--- src/rtl/magnitude_uart_tx.sv ---
// Buffers 32-bit magnitude words in a small FIFO and sends each one over a UART 8N1 line
// as four bytes, most significant byte first, LSB first within each byte.
module magnitude_uart_tx #(
    parameter int CLKS_PER_BIT = 868,
    parameter int FIFO_DEPTH   = 8,
    parameter int ADDR_W       = 3
) (
    input  logic              clk,
    input  logic              rst,
    input  logic [31:0]       mag_data,
    input  logic              mag_valid,
    output logic              mag_ready,
    output logic              tx,
    output logic              busy,
    output logic [ADDR_W:0]   fifo_count
);

    localparam int BAUD_W = (CLKS_PER_BIT > 2) ? $clog2(CLKS_PER_BIT) : 1;
    localparam logic [BAUD_W-1:0] BAUD_LAST  = BAUD_W'(CLKS_PER_BIT - 1);
    localparam logic [ADDR_W:0]   COUNT_FULL = (ADDR_W + 1)'(FIFO_DEPTH);

    typedef enum logic [1:0] {
        IDLE  = 2'd0,
        START = 2'd1,
        DATA  = 2'd2,
        STOP  = 2'd3
    } state_e;

    state_e              state_q, state_d;
    logic [BAUD_W-1:0]   baud_q, baud_d;
    logic [2:0]          bit_q, bit_d;
    logic [1:0]          byte_q, byte_d;
    logic [31:0]         shreg_q, shreg_d;
    logic                tx_q, tx_d;
    logic                busy_q, busy_d;
    logic [ADDR_W-1:0]   wr_ptr_q, wr_ptr_d;
    logic [ADDR_W-1:0]   rd_ptr_q, rd_ptr_d;
    logic [ADDR_W:0]     count_q, count_d;
    logic [31:0]         mem_q [FIFO_DEPTH];

    logic                push_s;
    logic                pop_s;
    logic                full_s;
    logic                baud_done_s;
    logic [31:0]         head_s;

    assign full_s      = (count_q == COUNT_FULL);
    assign mag_ready   = !full_s && !rst;
    assign push_s      = mag_valid && mag_ready;
    assign baud_done_s = (baud_q == BAUD_LAST);
    assign head_s      = mem_q[rd_ptr_q];

    assign tx         = tx_q;
    assign busy       = busy_q;
    assign fifo_count = count_q;

    // FIFO storage; contents need no reset because the pointers and count gate every read
    always_ff @(posedge clk) begin
        if (push_s) begin
            mem_q[wr_ptr_q] <= mag_data;
        end
    end

    // FIFO pointer and occupancy next-state; pointers wrap naturally at the power-of-2 depth
    always_comb begin
        wr_ptr_d = wr_ptr_q;
        rd_ptr_d = rd_ptr_q;
        count_d  = count_q;
        if (push_s) begin
            wr_ptr_d = wr_ptr_q + ADDR_W'(1);
        end else begin
            wr_ptr_d = wr_ptr_q;
        end
        if (pop_s) begin
            rd_ptr_d = rd_ptr_q + ADDR_W'(1);
        end else begin
            rd_ptr_d = rd_ptr_q;
        end
        case ({push_s, pop_s})
            2'b10:   count_d = count_q + (ADDR_W + 1)'(1);
            2'b01:   count_d = count_q - (ADDR_W + 1)'(1);
            default: count_d = count_q;
        endcase
    end

    // Serializer FSM next-state; tx and busy are computed from the next state so both leave flops
    always_comb begin
        state_d = state_q;
        baud_d  = baud_q;
        bit_d   = bit_q;
        byte_d  = byte_q;
        shreg_d = shreg_q;
        pop_s   = 1'b0;
        tx_d    = 1'b1;
        busy_d  = 1'b0;

        case (state_q)
            IDLE: begin
                if (count_q != '0) begin
                    pop_s   = 1'b1;
                    shreg_d = head_s;
                    byte_d  = 2'd0;
                    bit_d   = 3'd0;
                    baud_d  = '0;
                    state_d = START;
                end else begin
                    state_d = IDLE;
                end
            end
            START: begin
                if (baud_done_s) begin
                    baud_d  = '0;
                    bit_d   = 3'd0;
                    state_d = DATA;
                end else begin
                    baud_d  = baud_q + BAUD_W'(1);
                end
            end
            DATA: begin
                if (baud_done_s) begin
                    baud_d = '0;
                    if (bit_q == 3'd7) begin
                        bit_d   = 3'd0;
                        state_d = STOP;
                    end else begin
                        bit_d   = bit_q + 3'd1;
                    end
                end else begin
                    baud_d = baud_q + BAUD_W'(1);
                end
            end
            STOP: begin
                if (baud_done_s) begin
                    baud_d = '0;
                    // Next byte follows immediately; after the last byte spend one cycle in IDLE
                    if (byte_q != 2'd3) begin
                        byte_d  = byte_q + 2'd1;
                        shreg_d = {shreg_q[23:0], 8'h00};
                        state_d = START;
                    end else begin
                        state_d = IDLE;
                    end
                end else begin
                    baud_d = baud_q + BAUD_W'(1);
                end
            end
            default: begin
                state_d = IDLE;
            end
        endcase

        case (state_d)
            START:   tx_d = 1'b0;
            DATA:    tx_d = shreg_d[5'd24 + {2'b00, bit_d}];
            default: tx_d = 1'b1;
        endcase
        busy_d = (state_d != IDLE);
    end

    // State registers; reset abandons any frame in flight and flushes the FIFO
    always_ff @(posedge clk or posedge rst) begin
        if (rst) begin
            state_q  <= IDLE;
            baud_q   <= '0;
            bit_q    <= 3'd0;
            byte_q   <= 2'd0;
            shreg_q  <= 32'd0;
            tx_q     <= 1'b1;
            busy_q   <= 1'b0;
            wr_ptr_q <= '0;
            rd_ptr_q <= '0;
            count_q  <= '0;
        end else begin
            state_q  <= state_d;
            baud_q   <= baud_d;
            bit_q    <= bit_d;
            byte_q   <= byte_d;
            shreg_q  <= shreg_d;
            tx_q     <= tx_d;
            busy_q   <= busy_d;
            wr_ptr_q <= wr_ptr_d;
            rd_ptr_q <= rd_ptr_d;
            count_q  <= count_d;
        end
    end

endmodule

--- config.mk ---
export PLATFORM = sky130hd
export DESIGN_NAME = magnitude_uart_tx
export DESIGN_NICKNAME = d
export VERILOG_FILES = /design/src/rtl/magnitude_uart_tx.sv
export SDC_FILE = /design/constraint.sdc
export NUM_CORES = 1
export LEC_CHECK = 0
export ABC_AREA = 1
export CAP_MARGIN = 40
export CORE_ASPECT_RATIO = 0.8
export CORE_MARGIN = 1
export CORE_UTILIZATION = 45
export CTS_CLUSTER_SIZE = 30
export DETAILED_ROUTE_END_ITERATION = 10
export PLACE_DENSITY = 0.71
export SLEW_MARGIN = 10
export SYNTH_ARGS = -nofsm -noshare
export SYNTH_HDL_FRONTEND = slang
export SYNTH_SLANG_ARGS = --single-unit
--- constraint.sdc ---
create_clock -name clk -period 3.4 [get_ports clk]
set_clock_uncertainty 0.05 [all_clocks]
set_input_delay 0.68 -clock clk [delete_from_list [all_inputs] [get_ports clk]]
set_output_delay 0.68 -clock clk [all_outputs]
set_load 0.02 [all_outputs]
# == After elaboration in Yosys (flattened, before gate mapping) ==
# Memories as Yosys holds them, arrays and structs flattened.
# Cells that the tools add are included.
# word_totals
ff_bits,61
mem_bits_rw,256
inputBits,35
wordCells,76
mem_count,1
# classes
add_sub_neg,8
magnitude_cmp,1
n_eq_ne,14
n_mux,31
reduce_logical,11
# mem_list
memory,words,word_bits,rd,rd_clocked_by_memory_dff,write_ports,line,source
mem_q,8,32,1,0,1,39,logic [31:0] mem_q [FIFO_DEPTH];
# ops
operator,n
32-bit 2-to-1 mux,3
32-bit one-hot mux with 2 select lines,1
10-bit 2-to-1 mux,2
10-bit one-hot mux with 2 select lines,1
2-bit 2-to-1 mux,7
3-bit 2-to-1 mux,4
"10-bit by 1-bit adder with 10-bit output, second input constant",1
"10-bit == test, second input constant",1
"3-bit by 1-bit adder with 3-bit output, second input constant",3
3-bit one-hot mux with 3 select lines,1
"2-bit == test, second input constant",4
"2-bit != test, second input constant",4
2-bit one-hot mux with 4 select lines,1
4-bit one-hot mux with 2 select lines,1
1-bit 2-to-1 mux,7
"2-bit by 1-bit == test with 1-bit output, second input constant",3
"5-bit by 6-bit < comparator with 1-bit output, second input constant",1
2-bit nonzero test,3
"4-bit by 4-bit adder with 5-bit output, first input constant",1
1-bit binary-select mux with 5-bit select,1
"4-bit by 1-bit adder with 4-bit output, second input constant",1
"4-bit == test, second input constant",1
2-bit one-hot mux with 2 select lines,1
4-bit AND reduction,1
other kinds (9),11

# == Longest topological paths before layout ==
# Gate-level depths: netlist (run 1).
# logic_depth
depth_word,8
mapped_depth,17
depth_no_buf,15

# == Worst setup path before layout (run 1) ==
# No wires, ideal clock.
# synth_path
path_kind,input-to-reg
startpoint,input rst
endpoint,"memory mem_q[0][0], enable pin"
arrival_time_ps,2953
path_slack_ps,-24
stages,4
n_path_buf,0
cell_sequence,a21oi_1 > nand2_1 > or2_2 > nor2_1
# synth_via
elab_chain_cells,5
# synth_rtl
element,line,source
start: declaration,9,"input logic rst,"
1-bit zero test (no source line),-,
1-bit logical AND,48,assign mag_ready = !full_s && !rst;
1-bit logical AND,49,assign push_s = mag_valid && mag_ready;
1-bit 2-to-1 mux,59,if (push_s) begin
1-bit 2-to-1 mux (not written as such),60,mem_q[wr_ptr_q] <= mag_data;
end: declaration,39,
# No other way between the ends.

# == Worst setup path after layout (run 1) ==
# layout_path
startpoint,input rst
endpoint,output mag_ready
# layout_via
elab_chain_cells,2
# layout_rtl
element,line,source
1-bit zero test (no source line),-,
1-bit logical AND,48,
end: declaration,12,"output logic mag_ready,"
# No other way between the ends.

==> results of run 1 <==
## layer usage
metal	up-vias	GRT usage	part of all wire
li1	4085	-	-
met1	4210	0.275	0.46
met2	298	0.314	0.46
met3	45	0.0319	0.064
met4	0	0.0552	0.022
met5	-	0	0
## metrics by stage
step | util | instances | instance area [sq um]
floorplan | - | 1144 | 13200
global placement | 0.495 | 1519 | 14100
detailed placement | 0.495 | 1519 | 14100
CTS | 0.528 | 1573 | 15100
global route | 0.528 | 1573 | 15100
finish | 0.528 | 1573 | 15100
## worst reg2reg max path, cell delays in order, from the launching register on
cell and delay [ns]:
sky130_fd_sc_hd__dfrtp_1 0.39, sky130_fd_sc_hd__inv_1 0.10, sky130_fd_sc_hd__ha_1 0.22, sky130_fd_sc_hd__nand3_1 0.36
sky130_fd_sc_hd__nand2_1 0.15, sky130_fd_sc_hd__nor2_1 0.25, sky130_fd_sc_hd__nand2_4 0.15, sky130_fd_sc_hd__a21oi_2 0.14
sky130_fd_sc_hd__buf_4 0.31, sky130_fd_sc_hd__nand3_1 0.15, sky130_fd_sc_hd__o21ai_0 0.10
## cells by family after synthesis
| family | share of synthesized area |
|---|---|
| AOI/OAI and AO/OA | 0.101 |
| and+or+nand+nor | 0.135 |
| adders and majority gates | 0.0148 |
| xor gates and xnor gates | 0.00596 |
| buffers and inverters | 0.0462 |
| DFF | 0.697 |
## synthesized netlist by cell type, types with 2 or more instances
cell	count
sky130_fd_sc_hd__a21oi_1	8
sky130_fd_sc_hd__a21oi_2	2
sky130_fd_sc_hd__buf_2	20
sky130_fd_sc_hd__buf_4	9
sky130_fd_sc_hd__clkbuf_1	26
sky130_fd_sc_hd__dfrtp_1	60
sky130_fd_sc_hd__edfxtp_1	256
sky130_fd_sc_hd__ha_1	14
sky130_fd_sc_hd__inv_1	79
sky130_fd_sc_hd__inv_2	6
sky130_fd_sc_hd__nand2_1	194
sky130_fd_sc_hd__nand2_2	7
sky130_fd_sc_hd__nand2_4	2
sky130_fd_sc_hd__nand3_1	69
sky130_fd_sc_hd__nand4_1	2
sky130_fd_sc_hd__nor2_1	139
sky130_fd_sc_hd__nor3_1	7
sky130_fd_sc_hd__o211ai_1	16
sky130_fd_sc_hd__o21ai_0	141
sky130_fd_sc_hd__o21ai_1	10
sky130_fd_sc_hd__o221ai_1	18
sky130_fd_sc_hd__o22ai_1	30
sky130_fd_sc_hd__or2_2	2
sky130_fd_sc_hd__xnor2_1	3
sky130_fd_sc_hd__xor2_1	6
## state kept, by name, indices dropped and copies added (netlist names)
signal and flops:
wr_ptr_q 3, baud_q 10, shreg_q 32, busy 1
fifo_count 4, byte_q 2, rd_ptr_q 3, mem_q 256
tx 1, state_q 2, bit_q 3
## how the worst max path moves through the flow
stage | startpoint | endpoint | slack, ns | cells past startpoint
2_1_floorplan | rst | mem_q[0][0] | -0.02 | 4
6_report | rst | mag_ready | 0.76 | 3
3_5_place_dp | rst | fifo_count[3] | 0.46 | 12
3_3_place_gp | rst | fifo_count[3] | 0.48 | 12
5_1_grt | fifo_count[2] | tx | 0.68 | 12
4_1_cts | rst | mag_ready | 0.75 | 3
## power groups by stage
stage	combinational, uW	sequential [uW]	clock (uW)
after floorplan	2690	4990	0
after global placement	3810	4990	0
after detailed placement	3860	5000	0
after CTS	3890	4920	3220
after global routing	4390	4970	3360
final	3890	4920	3170
## cell usage in the layout (no fill, tap or decap), types with 9 or more instances in the layout
cell type                         instances
sky130_fd_sc_hd__nor2_4                   9
sky130_fd_sc_hd__clkbuf_16               30
sky130_fd_sc_hd__buf_4                   14
sky130_fd_sc_hd__dfrtp_1                 58
sky130_fd_sc_hd__edfxtp_1               256
sky130_fd_sc_hd__ha_1                    14
sky130_fd_sc_hd__nor2_1                 131
sky130_fd_sc_hd__o21ai_1                 10
sky130_fd_sc_hd__nand3_1                 69
sky130_fd_sc_hd__o211ai_1                16
sky130_fd_sc_hd__inv_1                   78
sky130_fd_sc_hd__o221ai_1                18
sky130_fd_sc_hd__o22ai_1                 30
sky130_fd_sc_hd__clkdlybuf4s50_1         41
sky130_fd_sc_hd__o21ai_0                141
sky130_fd_sc_hd__nand2_1                194
## layout make-up
type,instances,area (sq um)
Timing Repair Buffer,63,676
Sequential cell,317,9220
Multi-Input combinational cell,683,3460
Fill cell,2411,13500
Clock inverter,15,108
Clock buffer,39,815
Tap cell,370,463
Inverter,86,325
==> impl_metrics.prom, run 1 <==
# TYPE chip_impl_metric gauge
chip_impl_info{name="status",value="completed"} 1
chip_impl_metric{name="share_of_power_burned_in_the_clock_network",unit=""} 0.265
chip_impl_metric{name="power.switching_fraction",unit=""} 0.359
chip_impl_metric{name="critPathArrivalTime",unit="ns"} 1.91
chip_impl_metric{name="post_synth_inst_count",unit=""} 1144
chip_impl_info{name="critical-path-slowest-cell",value="sky130_fd_sc_hd__clkdlybuf4s50_1"} 1
chip_impl_metric{name="cts_buffers",unit=""} 29
chip_impl_info{name="cell_accounting_for_the_most_synthesized_area",value="sky130_fd_sc_hd__edfxtp_1"} 1
chip_impl_metric{name="power_report.internal_total",unit="uW"} 7680
chip_impl_info{name="critical_path.endpoint_type",value="output port"} 1
chip_impl_metric{name="firstDrtPassIters",unit=""} 5
chip_impl_metric{name="worst_hold_path.num_cells",unit=""} 2
chip_impl_metric{name="grt_overflow",unit=""} 0
chip_impl_info{name="timing.critical_path.mode_cell",value="sky130_fd_sc_hd__clkdlybuf4s50_1"} 1
chip_impl_metric{name="track_usage",unit=""} 0.195
chip_impl_metric{name="die_area",unit="sq um"} 30100
chip_impl_metric{name="syn-cell-area",unit="sq um"} 13200
chip_impl_info{name="worst_hold_startpoint",value="shreg_q[29]"} 1
chip_impl_metric{name="synthesized_area_per_cell",unit="sq um"} 11.6
chip_impl_metric{name="synthesis.nets",unit=""} 1194
chip_impl_metric{name="clk_path_buf_depth",unit=""} 3
chip_impl_metric{name="pre_cts_ws",unit="ns"} 0.461
chip_impl_info{name="hold_path_class",value="reg2reg"} 1
chip_impl_metric{name="worstSkewPairLatency",unit="ns"} 0.56
chip_impl_metric{name="grt_antenna_before_repair",unit=""} 0
chip_impl_metric{name="timing.final.setup_violations",unit=""} 0
chip_impl_info{name="setup.worst_path.class",value="in2out"} 1
chip_impl_info{name="yosys-top-cells-area",value="sky130_fd_sc_hd__edfxtp_1, sky130_fd_sc_hd__dfrtp_1, sky130_fd_sc_hd__nand2_1, sky130_fd_sc_hd__o21ai_0, sky130_fd_sc_hd__nor2_1"} 1
chip_impl_metric{name="clock.fmax",unit="GHz"} 0.379
chip_impl_metric{name="fp.dieW",unit="microns"} 194
chip_impl_metric{name="report.final.slew_viol_count",unit=""} 0
chip_impl_metric{name="worst-r2r-cell-count",unit=""} 10
chip_impl_metric{name="hold_slack",unit="ns"} 0.439
chip_impl_metric{name="portBuffers",unit=""} 41
chip_impl_metric{name="slew_headroom",unit=""} 0.469
chip_impl_metric{name="vdd_drop_max",unit="mV"} 0.507
chip_impl_info{name="rsz_0062_raised_after_global_routing",value="false"} 1
chip_impl_info{name="whs_endpoint",value="shreg_q[29]"} 1
chip_impl_metric{name="cts.reportedPaths.clkPinSlew",unit="ns"} 0.06
chip_impl_metric{name="maximum_single_stage_delay_on_the_critical_path",unit="ns"} 0.63
chip_impl_metric{name="viasPerCell",unit=""} 5.49
chip_impl_metric{name="clock_sinks",unit=""} 317
chip_impl_metric{name="final.setup.tns",unit="ns"} 0
chip_impl_metric{name="worst_slack",unit="ns"} 0.762
chip_impl_metric{name="die_y",unit="microns"} 155
chip_impl_metric{name="insertedDiodeCount",unit=""} 0
chip_impl_metric{name="dp.final_hpwl",unit="mm"} 17.0
chip_impl_metric{name="core-area",unit="sq um"} 28600
chip_impl_metric{name="power.net_switching",unit="uW"} 4310
chip_impl_info{name="dominantRegCellSynth",value="sky130_fd_sc_hd__edfxtp_1"} 1
chip_impl_metric{name="initial_core_util",unit=""} 0.463
chip_impl_metric{name="layout-drive-gt1-share",unit=""} 0.0823
chip_impl_metric{name="number_of_instances_resized_during_post_cts_repair",unit=""} 0
chip_impl_metric{name="areaGrowthSynthToFinish",unit="%"} 14.0
chip_impl_info{name="worstReg2RegEnd",value="shreg_q[6]"} 1
chip_impl_metric{name="fin_crit_sh",unit=""} 0.776
chip_impl_metric{name="gp_congestion",unit=""} 0.859
chip_impl_metric{name="drv.max_cap_violation_count",unit=""} 0
chip_impl_info{name="critical_path.startpoint_type",value="input pin"} 1
chip_impl_metric{name="grt_start_max_net_pins",unit=""} 135
chip_impl_metric{name="drt_wl_total",unit="mm"} 28.6
chip_impl_metric{name="worstMarginPinSlew",unit="ns"} 0.796
chip_impl_info{name="path_cells",value="clkdlybuf4s50_1 -> a21oi_1 -> clkdlybuf4s50_1"} 1
chip_impl_metric{name="timing.reg2reg.setup_slack",unit="ns"} 0.97
chip_impl_metric{name="cp_data_required_time",unit="ns"} 2.67
chip_impl_metric{name="drt_first_iter_violations",unit=""} 756
chip_impl_metric{name="worstPathBufferInverterCount",unit=""} 2
chip_impl_metric{name="power",unit="uW"} 12000
chip_impl_metric{name="antenna_left",unit=""} 0
chip_impl_metric{name="hold_viol_final",unit=""} 0
chip_impl_metric{name="post-cts-setup-buffer-count",unit=""} 0
chip_impl_metric{name="nets",unit=""} 1230
chip_impl_metric{name="synth_edf_count",unit=""} 256
chip_impl_metric{name="static_leakage_power",unit="uW"} 0.00555
chip_impl_metric{name="cts_hold_buffers",unit=""} 0
chip_impl_metric{name="power.combinational.fraction",unit=""} 0.324
chip_impl_info{name="cts_root_buf",value="sky130_fd_sc_hd__clkbuf_16"} 1
chip_impl_info{name="critical_path.top_delay_family",value="buffers and inverters"} 1
chip_impl_metric{name="vias",unit=""} 8638
chip_impl_metric{name="yosys.cell_types.count",unit=""} 43
chip_impl_metric{name="seq_power_share",unit=""} 0.411
chip_impl_metric{name="grt_pass1_wl",unit="mm"} 46.2
chip_impl_metric{name="synth_top_area_frac",unit=""} 0.581
chip_impl_metric{name="crit_fanout",unit=""} 2
chip_impl_metric{name="cts_max_level",unit=""} 1
chip_impl_metric{name="top_level_ports",unit=""} 42
chip_impl_metric{name="yosys_warnings",unit=""} 0
chip_impl_metric{name="cellPowerDensity",unit="nW/um^2"} 795
chip_impl_metric{name="seq_area_frac_synth",unit=""} 0.697
chip_impl_info{name="tritoncts",value="done"} 1
chip_impl_metric{name="grt_pass1_vias",unit=""} 8570
chip_impl_metric{name="avgRoutedWirePerCell",unit="microns"} 18.2
chip_impl_info{name="rr_startpoint",value="state_q[0]"} 1
chip_impl_metric{name="period_minus_slack",unit="ns"} 2.64
chip_impl_metric{name="num_rows",unit=""} 55
chip_impl_metric{name="asyncSetResetFlopFracSynth",unit=""} 0.192
chip_impl_metric{name="yosys_register_bits",unit=""} 317
chip_impl_metric{name="post-route-drc-count",unit=""} 0
No activity file was read; power rests on OpenSTA's default activity.
==> run 2: changes to the inputs <==
PLACE_DENSITY = 0.74   (was 0.71)
clock period = 2.3 ns   (was 3.4 ns; I/O delays follow)
==> impl_metrics.prom, run 2 (synthesized netlist as in run 1, its figures left out) <==
# TYPE chip_impl_metric gauge
chip_impl_info{name="status",value="completed"} 1
chip_impl_info{name="critical_path.startpoint_type",value="flop"} 1
chip_impl_metric{name="critPathArrivalTime",unit="ns"} 2.60
chip_impl_info{name="reg.largest.list",value="mem_q x256, shreg_q x32, baud_q x10"} 1
chip_impl_metric{name="areaGrowthSynthToFinish",unit="%"} 19.1
chip_impl_info{name="critical_path.top_delay_family",value="compound AO/OA/AOI/OAI gates"} 1
chip_impl_metric{name="hold_slack",unit="ns"} 0.374
chip_impl_metric{name="power_report.internal_total",unit="uW"} 12800
chip_impl_metric{name="num-fill-cells",unit=""} 2298
chip_impl_metric{name="clock_sinks",unit=""} 317
chip_impl_info{name="global_route.peak_usage_layer",value="met2"} 1
chip_impl_metric{name="cts_hold_buffers",unit=""} 0
chip_impl_metric{name="power.net_switching",unit="uW"} 6680
chip_impl_metric{name="worst-r2r-cell-count",unit=""} 9
chip_impl_metric{name="fin_cells",unit=""} 1610
chip_impl_metric{name="grt.met2_usage",unit=""} 0.328
chip_impl_metric{name="crit_fanout",unit=""} 31
chip_impl_info{name="critical-path-slowest-cell",value="sky130_fd_sc_hd__dfrtp_4"} 1
chip_impl_metric{name="antenna_left",unit=""} 0
chip_impl_metric{name="timing.reg2reg.setup_slack",unit="ns"} 0.11
chip_impl_metric{name="post-route-drc-count",unit=""} 0
chip_impl_info{name="rr_startpoint",value="rd_ptr_q[0]"} 1
chip_impl_metric{name="globalRouteMet3Util",unit=""} 0.0347
chip_impl_metric{name="portBuffers",unit=""} 41
chip_impl_info{name="worstReg2RegEnd",value="shreg_q[18]"} 1
chip_impl_metric{name="top_level_ports",unit=""} 42
chip_impl_metric{name="avgRoutedWirePerCell",unit="microns"} 18.6
chip_impl_metric{name="fin_crit_sh",unit=""} 0.950
chip_impl_metric{name="pre_cts_ws",unit="ns"} -0.128
chip_impl_metric{name="power.switching_fraction",unit=""} 0.343
chip_impl_info{name="leading_cell_type_in_the_layout_fill_and_taps_excluded",value="sky130_fd_sc_hd__edfxtp_1"} 1
chip_impl_metric{name="num_rows",unit=""} 55
chip_impl_info{name="hold_path_class",value="in2async"} 1
chip_impl_metric{name="power.combinational.fraction",unit=""} 0.333
chip_impl_metric{name="drv.max_cap_violation_count",unit=""} 0
chip_impl_metric{name="static_leakage_power",unit="uW"} 0.00587
chip_impl_metric{name="nets",unit=""} 1266
chip_impl_metric{name="grt_antenna_before_repair",unit=""} 0
chip_impl_metric{name="share_of_power_burned_in_the_clock_network",unit=""} 0.293
chip_impl_info{name="critical_path.endpoint_type",value="flop"} 1
chip_impl_metric{name="post-route-util",unit=""} 0.551
chip_impl_info{name="most-common-layout-cells",value="sky130_fd_sc_hd__edfxtp_1, sky130_fd_sc_hd__nand2_1, sky130_fd_sc_hd__o21ai_0"} 1
chip_impl_metric{name="dp.final_hpwl",unit="mm"} 18.7
chip_impl_metric{name="period_minus_slack",unit="ns"} 2.19
chip_impl_metric{name="drt_wl_total",unit="mm"} 29.9
chip_impl_metric{name="cts_max_level",unit=""} 1
chip_impl_metric{name="grt_overflow",unit=""} 0
chip_impl_metric{name="worstMarginPinSlew",unit="ns"} 0.559
chip_impl_metric{name="viasPerCell",unit=""} 5.47
chip_impl_info{name="rsz_0062_raised_after_global_routing",value="false"} 1
chip_impl_metric{name="hold_viol_final",unit=""} 0
chip_impl_metric{name="die_area",unit="sq um"} 30100
chip_impl_metric{name="register_area",unit="sq um"} 9220
chip_impl_metric{name="seq_power_share",unit=""} 0.374
chip_impl_metric{name="vdd_drop_max",unit="mV"} 0.730
chip_impl_info{name="cts_root_buf",value="sky130_fd_sc_hd__clkbuf_16"} 1
chip_impl_metric{name="slew_headroom",unit=""} 0.626
chip_impl_metric{name="maximum_single_stage_delay_on_the_critical_path",unit="ns"} 0.51
chip_impl_metric{name="die_y",unit="microns"} 155
chip_impl_metric{name="multi_input_comb_area",unit="sq um"} 3510
chip_impl_metric{name="clk_path_buf_depth",unit=""} 3
chip_impl_metric{name="cts.reportedPaths.clkPinSlew",unit="ns"} 0.06
chip_impl_metric{name="drt_first_iter_violations",unit=""} 884
chip_impl_metric{name="firstDrtPassIters",unit=""} 6
chip_impl_metric{name="timing.final.setup_violations",unit=""} 0
chip_impl_metric{name="vias",unit=""} 8802
chip_impl_metric{name="layout-drive-gt1-share",unit=""} 0.128
chip_impl_metric{name="cellPowerDensity",unit="nW/um^2"} 1240
chip_impl_info{name="setup.worst_path.class",value="reg2reg"} 1
chip_impl_metric{name="gp_congestion",unit=""} 0.848
chip_impl_info{name="path_cells",value="inv_4 -> buf_12 -> buf_4 -> o21ai_0 -> o22ai_1 -> o211ai_1 -> o21ai_0 -> nand2_1 -> o21ai_1"} 1
chip_impl_info{name="tritoncts",value="done"} 1
chip_impl_metric{name="cp_data_required_time",unit="ns"} 2.72
chip_impl_metric{name="track_usage",unit=""} 0.203
chip_impl_metric{name="worst_slack",unit="ns"} 0.114
chip_impl_metric{name="worstPathBufferInverterCount",unit=""} 3
chip_impl_metric{name="grt_start_max_net_pins",unit=""} 62
chip_impl_metric{name="placed_cells_incl_taps",unit=""} 1551
chip_impl_info{name="largest-register",value="mem_q"} 1
chip_impl_metric{name="largest_register_ff_count",unit=""} 256
chip_impl_metric{name="initial_core_util",unit=""} 0.463
chip_impl_metric{name="cts_buffers",unit=""} 30
chip_impl_metric{name="worstSkewPairLatency",unit="ns"} 0.55
chip_impl_metric{name="groute.layer.met1.usage",unit=""} 0.279
chip_impl_metric{name="grt_pass1_wl",unit="mm"} 47.8
chip_impl_metric{name="core-area",unit="sq um"} 28600
chip_impl_info{name="timing.critical_path.mode_cell",value="sky130_fd_sc_hd__o21ai_0"} 1
chip_impl_metric{name="report.final.slew_viol_count",unit=""} 0
chip_impl_metric{name="grt_pass1_vias",unit=""} 8743
chip_impl_metric{name="insertedDiodeCount",unit=""} 0
chip_impl_metric{name="clock.fmax",unit="GHz"} 0.458
chip_impl_metric{name="fp.dieW",unit="microns"} 194
-- run 2: changes by cell type in the layout (fill, tap and decap cells not counted), sizes merged --
cell,before,now
bufinv,1,10
clkinv,12,10
clkdlybuf4s50,41,40
dlygate4sd2,0,1
buf,22,57
clkinvlp,1,2
inv,87,86
clkbuf,39,34
-- run 2: routing by layer --
layer | share of wire | up-vias | wire [microns]
met1 | 0.44 | 4218 | 13200
met3 | 0.071 | 62 | 2120
met5 | 0 | - | 0
li1 | - | 4160 | -
met2 | 0.46 | 362 | 13700
met4 | 0.030 | 0 | 894
-- run 2: worst min-delay path, delay by kind of cell --
family | cells | cell delay (ns)
buf+inv | 4 | 0.90
-- run 2: power by group through the flow --
stage	Clock [uW]	Combinational [uW]	Sequential (uW)
after global routing	5970	7210	7340
after detailed placement	0	6300	7420
after floorplan	0	4160	7380
final	5710	6480	7280
after global placement	0	6150	7400
after CTS	5770	6370	7320
-- run 2: layout make-up --
cell class | instances | share of cell area
clock buffers | 34 | 0.0500
clock inverters | 22 | 0.0238
inverters | 86 | 0.0207
multi-input cells | 683 | 0.223
flip-flops and latches | 317 | 0.586
well taps | 370 | 0.0294
repair buffers | 98 | 0.0677
-- run 2: through the flow --
stage	instance area (sq um)	setup TNS, ns	power (uW)
finish	15700	0	19500
global route	15700	0	20500
CTS	15700	0	19500
detailed placement	14600	-6.88	13700
global placement	14600	-2.30	13600
floorplan	13300	-0.00609	11500
-- run 2: worst max-delay path by stage --
stage / slack (ns) / depth (start not counted) / startpoint / to
floorplan: -0.006 / 15 / state_q[0] / fifo_count[3]
global placement: -0.10 / 12 / rst / fifo_count[3]
detailed placement: -0.13 / 12 / rst / fifo_count[3]
CTS: 0.02 / 9 / rd_ptr_q[0] / shreg_q[18]
global route: 0.008 / 15 / state_q[0] / tx
finish: 0.11 / 9 / rd_ptr_q[0] / shreg_q[18]
-- run 2: repair_timing --
item	CTS	global route
setup buffers	0	3
endpoints found under the setup margin	1	8
pin swaps	0	1
gates cloned	0	0
resized for setup	1	4
==> RTL edit 1 (settings of run 2) <==
Change the parameter `ADDR_W` from 3 to 4.
--- a/src/rtl/magnitude_uart_tx.sv
+++ b/src/rtl/magnitude_uart_tx.sv
@@ -5,3 +5,3 @@
     parameter int FIFO_DEPTH   = 8,
-    parameter int ADDR_W       = 3
+    parameter int ADDR_W       = 4
 ) (
Interface: changed (resized fifo_count); port bits go from 42 to 43. No check against the original RTL was run, so the function may have changed too.
==> RTL edit 1 against run 2 <==
  * Area after synthesis increased by 1.1%
  * Cell area grew 0.51%
  * Routed wire length grew 3.0%
  * Setup slack worse by 22 ps
  * Maximum frequency decreased by 1.0%
  * Sequential cell count up 1
  * Register-to-register slack improved by 20 ps
  * Via count grew 3.2%
  * Critical endpoint is now fifo_count[2]
  * Highest routed layer unchanged
Power is not compared: it rests on default switching activity, and its combinational part moved more than twofold at a synthesized area within 25%.
==> RTL edit 1: results (changes against run 2) <==
status: "completed"
clock_latency_ps: 570  # +20 ps
inverters: 72  # -16%
grt_max_degree: 76  # +23%
layout.nets: 1275  # +0.71%
port_buffers: 42  # +2.4%
met1Wirelength_um: 13800  # +4.5%
cts-resized-gates: 5  # +4
slowest_stage: "clkdlybuf4s50_1"
synth_cells: 1147  # +0.26%
holdPathEnd: "shreg_q[26]"
taps: 377  # +1.9%
cts_made_buffers: 31  # +3.3%
syn_nets: 1198  # +0.34%
maxSlewHeadroom: 0.463  # -0.164
synth.ff_latch_count: 318  # +0.32%
synth_area_leaders: "edfxtp_1 (58%), dfrtp_1 (11%), o21ai_0 (5.3%), nor2_1 (4.6%), nand2_1 (4.5%)"
use_met2: 0.318  # -0.00935
stdcell_area_um2: 15800  # +0.51%
hpwl_um: 19500  # +4.3%
bufAreaShareNonClock: 0.0717  # +0.00401
worstPathMaxFanout: 3  # -90%
drt_iter0_markers: 1004  # +14%
hold_path_class: "register to register"
nNonClkBuffers: 105  # +7.1%
drt-pass1-iter-count: 5  # -1
fin_cells: 1625  # +0.93%
track_usage: 0.205  # +0.00180
yosys.area_share.xor_xnor: 0.00655  # +0.000591
fin_total_pwr_mw: 13.0
netSwitchingFraction: 0.229
multi_input_cells: 696  # +1.9%
dr_wl_met2_um: 14100  # +2.5%
dr_wl_met3_um: 2410  # +13%
clock_buffers: 37  # +8.8%
yosys.area_share.adder: 0.0155  # +0.000776
r2r-end: "shreg_q[2]"
rr_startpoint: "baud_q[0]"
max_stage_delay_ps: 590  # +80 ps
worst-r2r-setup-slack_ps: 130  # +20 ps
wl_per_cell_um: 19.0  # +2.0%
synthArstFlopShare: 0.195  # +0.00254
use_met3: 0.0363  # +0.00163
multi_input_area_share: 0.233  # +0.0107
yosysSeqAreaShare: 0.691  # -0.00570
synth_common_cells: "edfxtp_1 (256), nor2_1 (164), nand2_1 (160), o21ai_0 (141), nand3_1 (62)"
synth_compound_area_frac: 0.116  # +0.0150
critPathArrivalTime_ps: 1700  # -900 ps
drive_gt1_frac: 0.131  # +0.00318
viasPerCell: 5.59  # +2.3%
synth_edf_count: 256  # unchanged
insertedDiodeCount: 0  # unchanged
use_met1: 0.299  # +0.0199
yosysUniqueCellTypes: 42  # -2.3%
clock_area_frac: 0.0634  # -0.0103
path_delay_family: "buffers and inverters"
placed_area_um2: 14800  # +1.3%
gp_congestion: 0.844  # -0.39%
pre_cts_ws_ps: -293  # -166 ps
grt_pass1_wl_um: 48200  # +0.81%
[RTL edit 1: cell types whose count changed after synthesis, moves of 6 or more]
| cell | run 2 | this run |
|---|---|---|
| nand2_1 | 194 | 160 |
| nor2_1 | 139 | 164 |
| o21ai_1 | 10 | 32 |
| inv_1 | 79 | 61 |
| o221ai_1 | 18 | 29 |
| o2111ai_1 | 0 | 10 |
| o22ai_1 | 30 | 22 |
| nand3_1 | 69 | 62 |
| nor3_1 | 7 | 1 |
[RTL edit 1: how the worst max path moves through the flow]
stage,slack [ps],startpoint,cells after the start,to
floorplan,-700,rst,15,fifo_count[4]
global placement,-270,rst,16,fifo_count[4]
detailed placement,-290,rst,16,fifo_count[4]
CTS,4,fifo_count[4],6,mag_ready
global route,-40,baud_q[0],16,tx
finish,90,fifo_count[2],2,fifo_count[2]
==> RTL edit 2 (config.mk and constraints of run 2) <==
Made on the original files. Reset style: synchronous (`rst`), changed in one clocked block.
--- a/src/rtl/magnitude_uart_tx.sv
+++ b/src/rtl/magnitude_uart_tx.sv
@@ -160,3 +160,3 @@
     // State registers; reset abandons any frame in flight and flushes the FIFO
-    always_ff @(posedge clk or posedge rst) begin
+    always_ff @(posedge clk) begin
         if (rst) begin
Behaviour: differs if rst is asserted again (counterexample within 4 cycles, from zero or initial values and one cycle with rst high); with rst held inactive, the same outputs for 10 cycles.
==> RTL edit 2 against run 2 <==
  * Sequential cell count increased by 3
  * Global-route usage decreased by 0.39 points
  * Non-clock buffer count decreased by 6
  * Power decreased by 14%
  * Cell area decreased by 2.4%
  * Area after synthesis decreased by 0.28%
  * Maximum frequency increased by 1.9%
  * Setup slack improved by 41 ps
  * Worst hold slack got worse by 3.8 ps
  * Routed wire length decreased by 1.4%
  * Utilization decreased by 1.3 points
  * Largest cell class unchanged
==> RTL edit 2: results (changes against run 2) <==
ir_drop_mv: 0.775  # +6.2%
pre_cts_ws_ps: -22.5  # +105 ps
slowest_stage: "dfxtp_2"
worst-r2r-setup-slack_ps: 160  # +40 ps
synthArstFlopShare: 0  # -0.192
tightest_slew_ps: 537  # -21.1 ps
use_met1: 0.276  # -0.00347
synth_edf_count: 256  # unchanged
critPathArrivalTime_ps: 2540  # -60 ps
cts_made_buffers: 31  # +3.3%
worstPathMaxFanout: 3  # -90%
drt_iter0_markers: 807  # -8.7%
nFillCells: 2372  # +3.2%
path_delay_family: "compound AO/OA/AOI/OAI gates"
leakage_nw: 5.45  # -7.0%
yosysSeqAreaShare: 0.680  # -0.0167
grt_pass1_wl_um: 47100  # -1.6%
max_stage_delay_ps: 330  # -180 ps
viasPerCell: 5.53  # +1.1%
yosys_warnings: 0  # unchanged
grt_max_degree: 84  # +35%
dr_total_vias: 8899  # +1.1%
use_met2: 0.322  # -0.00537
hold_path_class: "input pin to register"
track_usage: 0.199  # -0.00385
wl_per_cell_um: 18.3  # -1.4%
drive_gt1_frac: 0.127  # -0.00161
drt-pass1-iter-count: 7  # +1
synth_common_cells: "edfxtp_1 (256), nand2_1 (234), nor2_1 (123), a21oi_1 (82), o21ai_0 (81)"
synth_cells: 1152  # +0.70%
gp_congestion: 0.818  # -3.5%
rr_worst_depth: 14  # +5
r2r-end: "fifo_count[3]"
grt_pass1_vias: 8682  # -0.70%
hpwl_um: 17900  # -4.4%
startpoint: "state_q[1]"
status: "completed"
synth_area_leaders: "edfxtp_1 (58%), dfxtp_1 (9.7%), nand2_1 (6.7%), nor2_1 (3.5%), a21oi_1 (3.1%)"
layout.nets: 1265  # -0.079%
placedCellCount: 1547  # -0.26%
## RTL edit 2: cell families after synthesis
group,Yosys count,share of synthesized area
and+or+nand+nor,435,0.138
DFF,320,0.680
AOI/OAI and AO/OA,252,0.117
buffers and inverters,127,0.0472
adders and majority gates,15,0.0148
xor gates and xnor gates,3,0.00199
## RTL edit 2: where the power goes
part	internal [mW]	switching, mW
Clock	2.82	2.11
Combinational	1.75	3.21
Sequential	6.69	0.236
Total	11.3	5.55
## RTL edit 2: worst max-delay path by stage
stage	to	slack, ps	cells after the start
after CTS	tx	3	15
after detailed placement	fifo_count[3]	-20	12
after global routing	fifo_count[3]	-5	14
after floorplan	fifo_count[3]	40	13
final	fifo_count[3]	160	14
after global placement	fifo_count[3]	-40	12
## RTL edit 2: layout make-up
cell class / instances / area [um2] / share of cell area
inverter: 65 / 250 / 0.0163
timing repair buffer: 92 / 957 / 0.0623
tap: 370 / 463 / 0.0301
clock inverter: 20 / 155 / 0.0101
sequential: 320 / 8980 / 0.585
clock buffer: 38 / 842 / 0.0548
multi-input combinational: 705 / 3710 / 0.242
## RTL edit 2: per-layer routing
metal | wire length (um) | up-vias
met5 | 0 | -
met4 | 528 | 0
met3 | 2210 | 47
met2 | 13700 | 316
met1 | 13100 | 4309
li1 | - | 4227
## RTL edit 2: per-stage QoR
step / instance area, um2 / hold WS (ps) / total power [mW]
2_1_floorplan: 13300 / 383 / 10.6
4_1_cts: 15300 / 363 / 16.8
6_report: 15400 / 370 / 16.8
3_3_place_gp: 14300 / 397 / 11.8
5_1_grt: 15400 / 379 / 17.7
3_5_place_dp: 14300 / 406 / 11.9
## RTL edit 2: what timing repair did
item	in CTS	in global routing
gates cloned	0	0
pin swaps	0	3
endpoints found under the setup margin	1	7
resized for setup	1	6
setup buffers	0	5
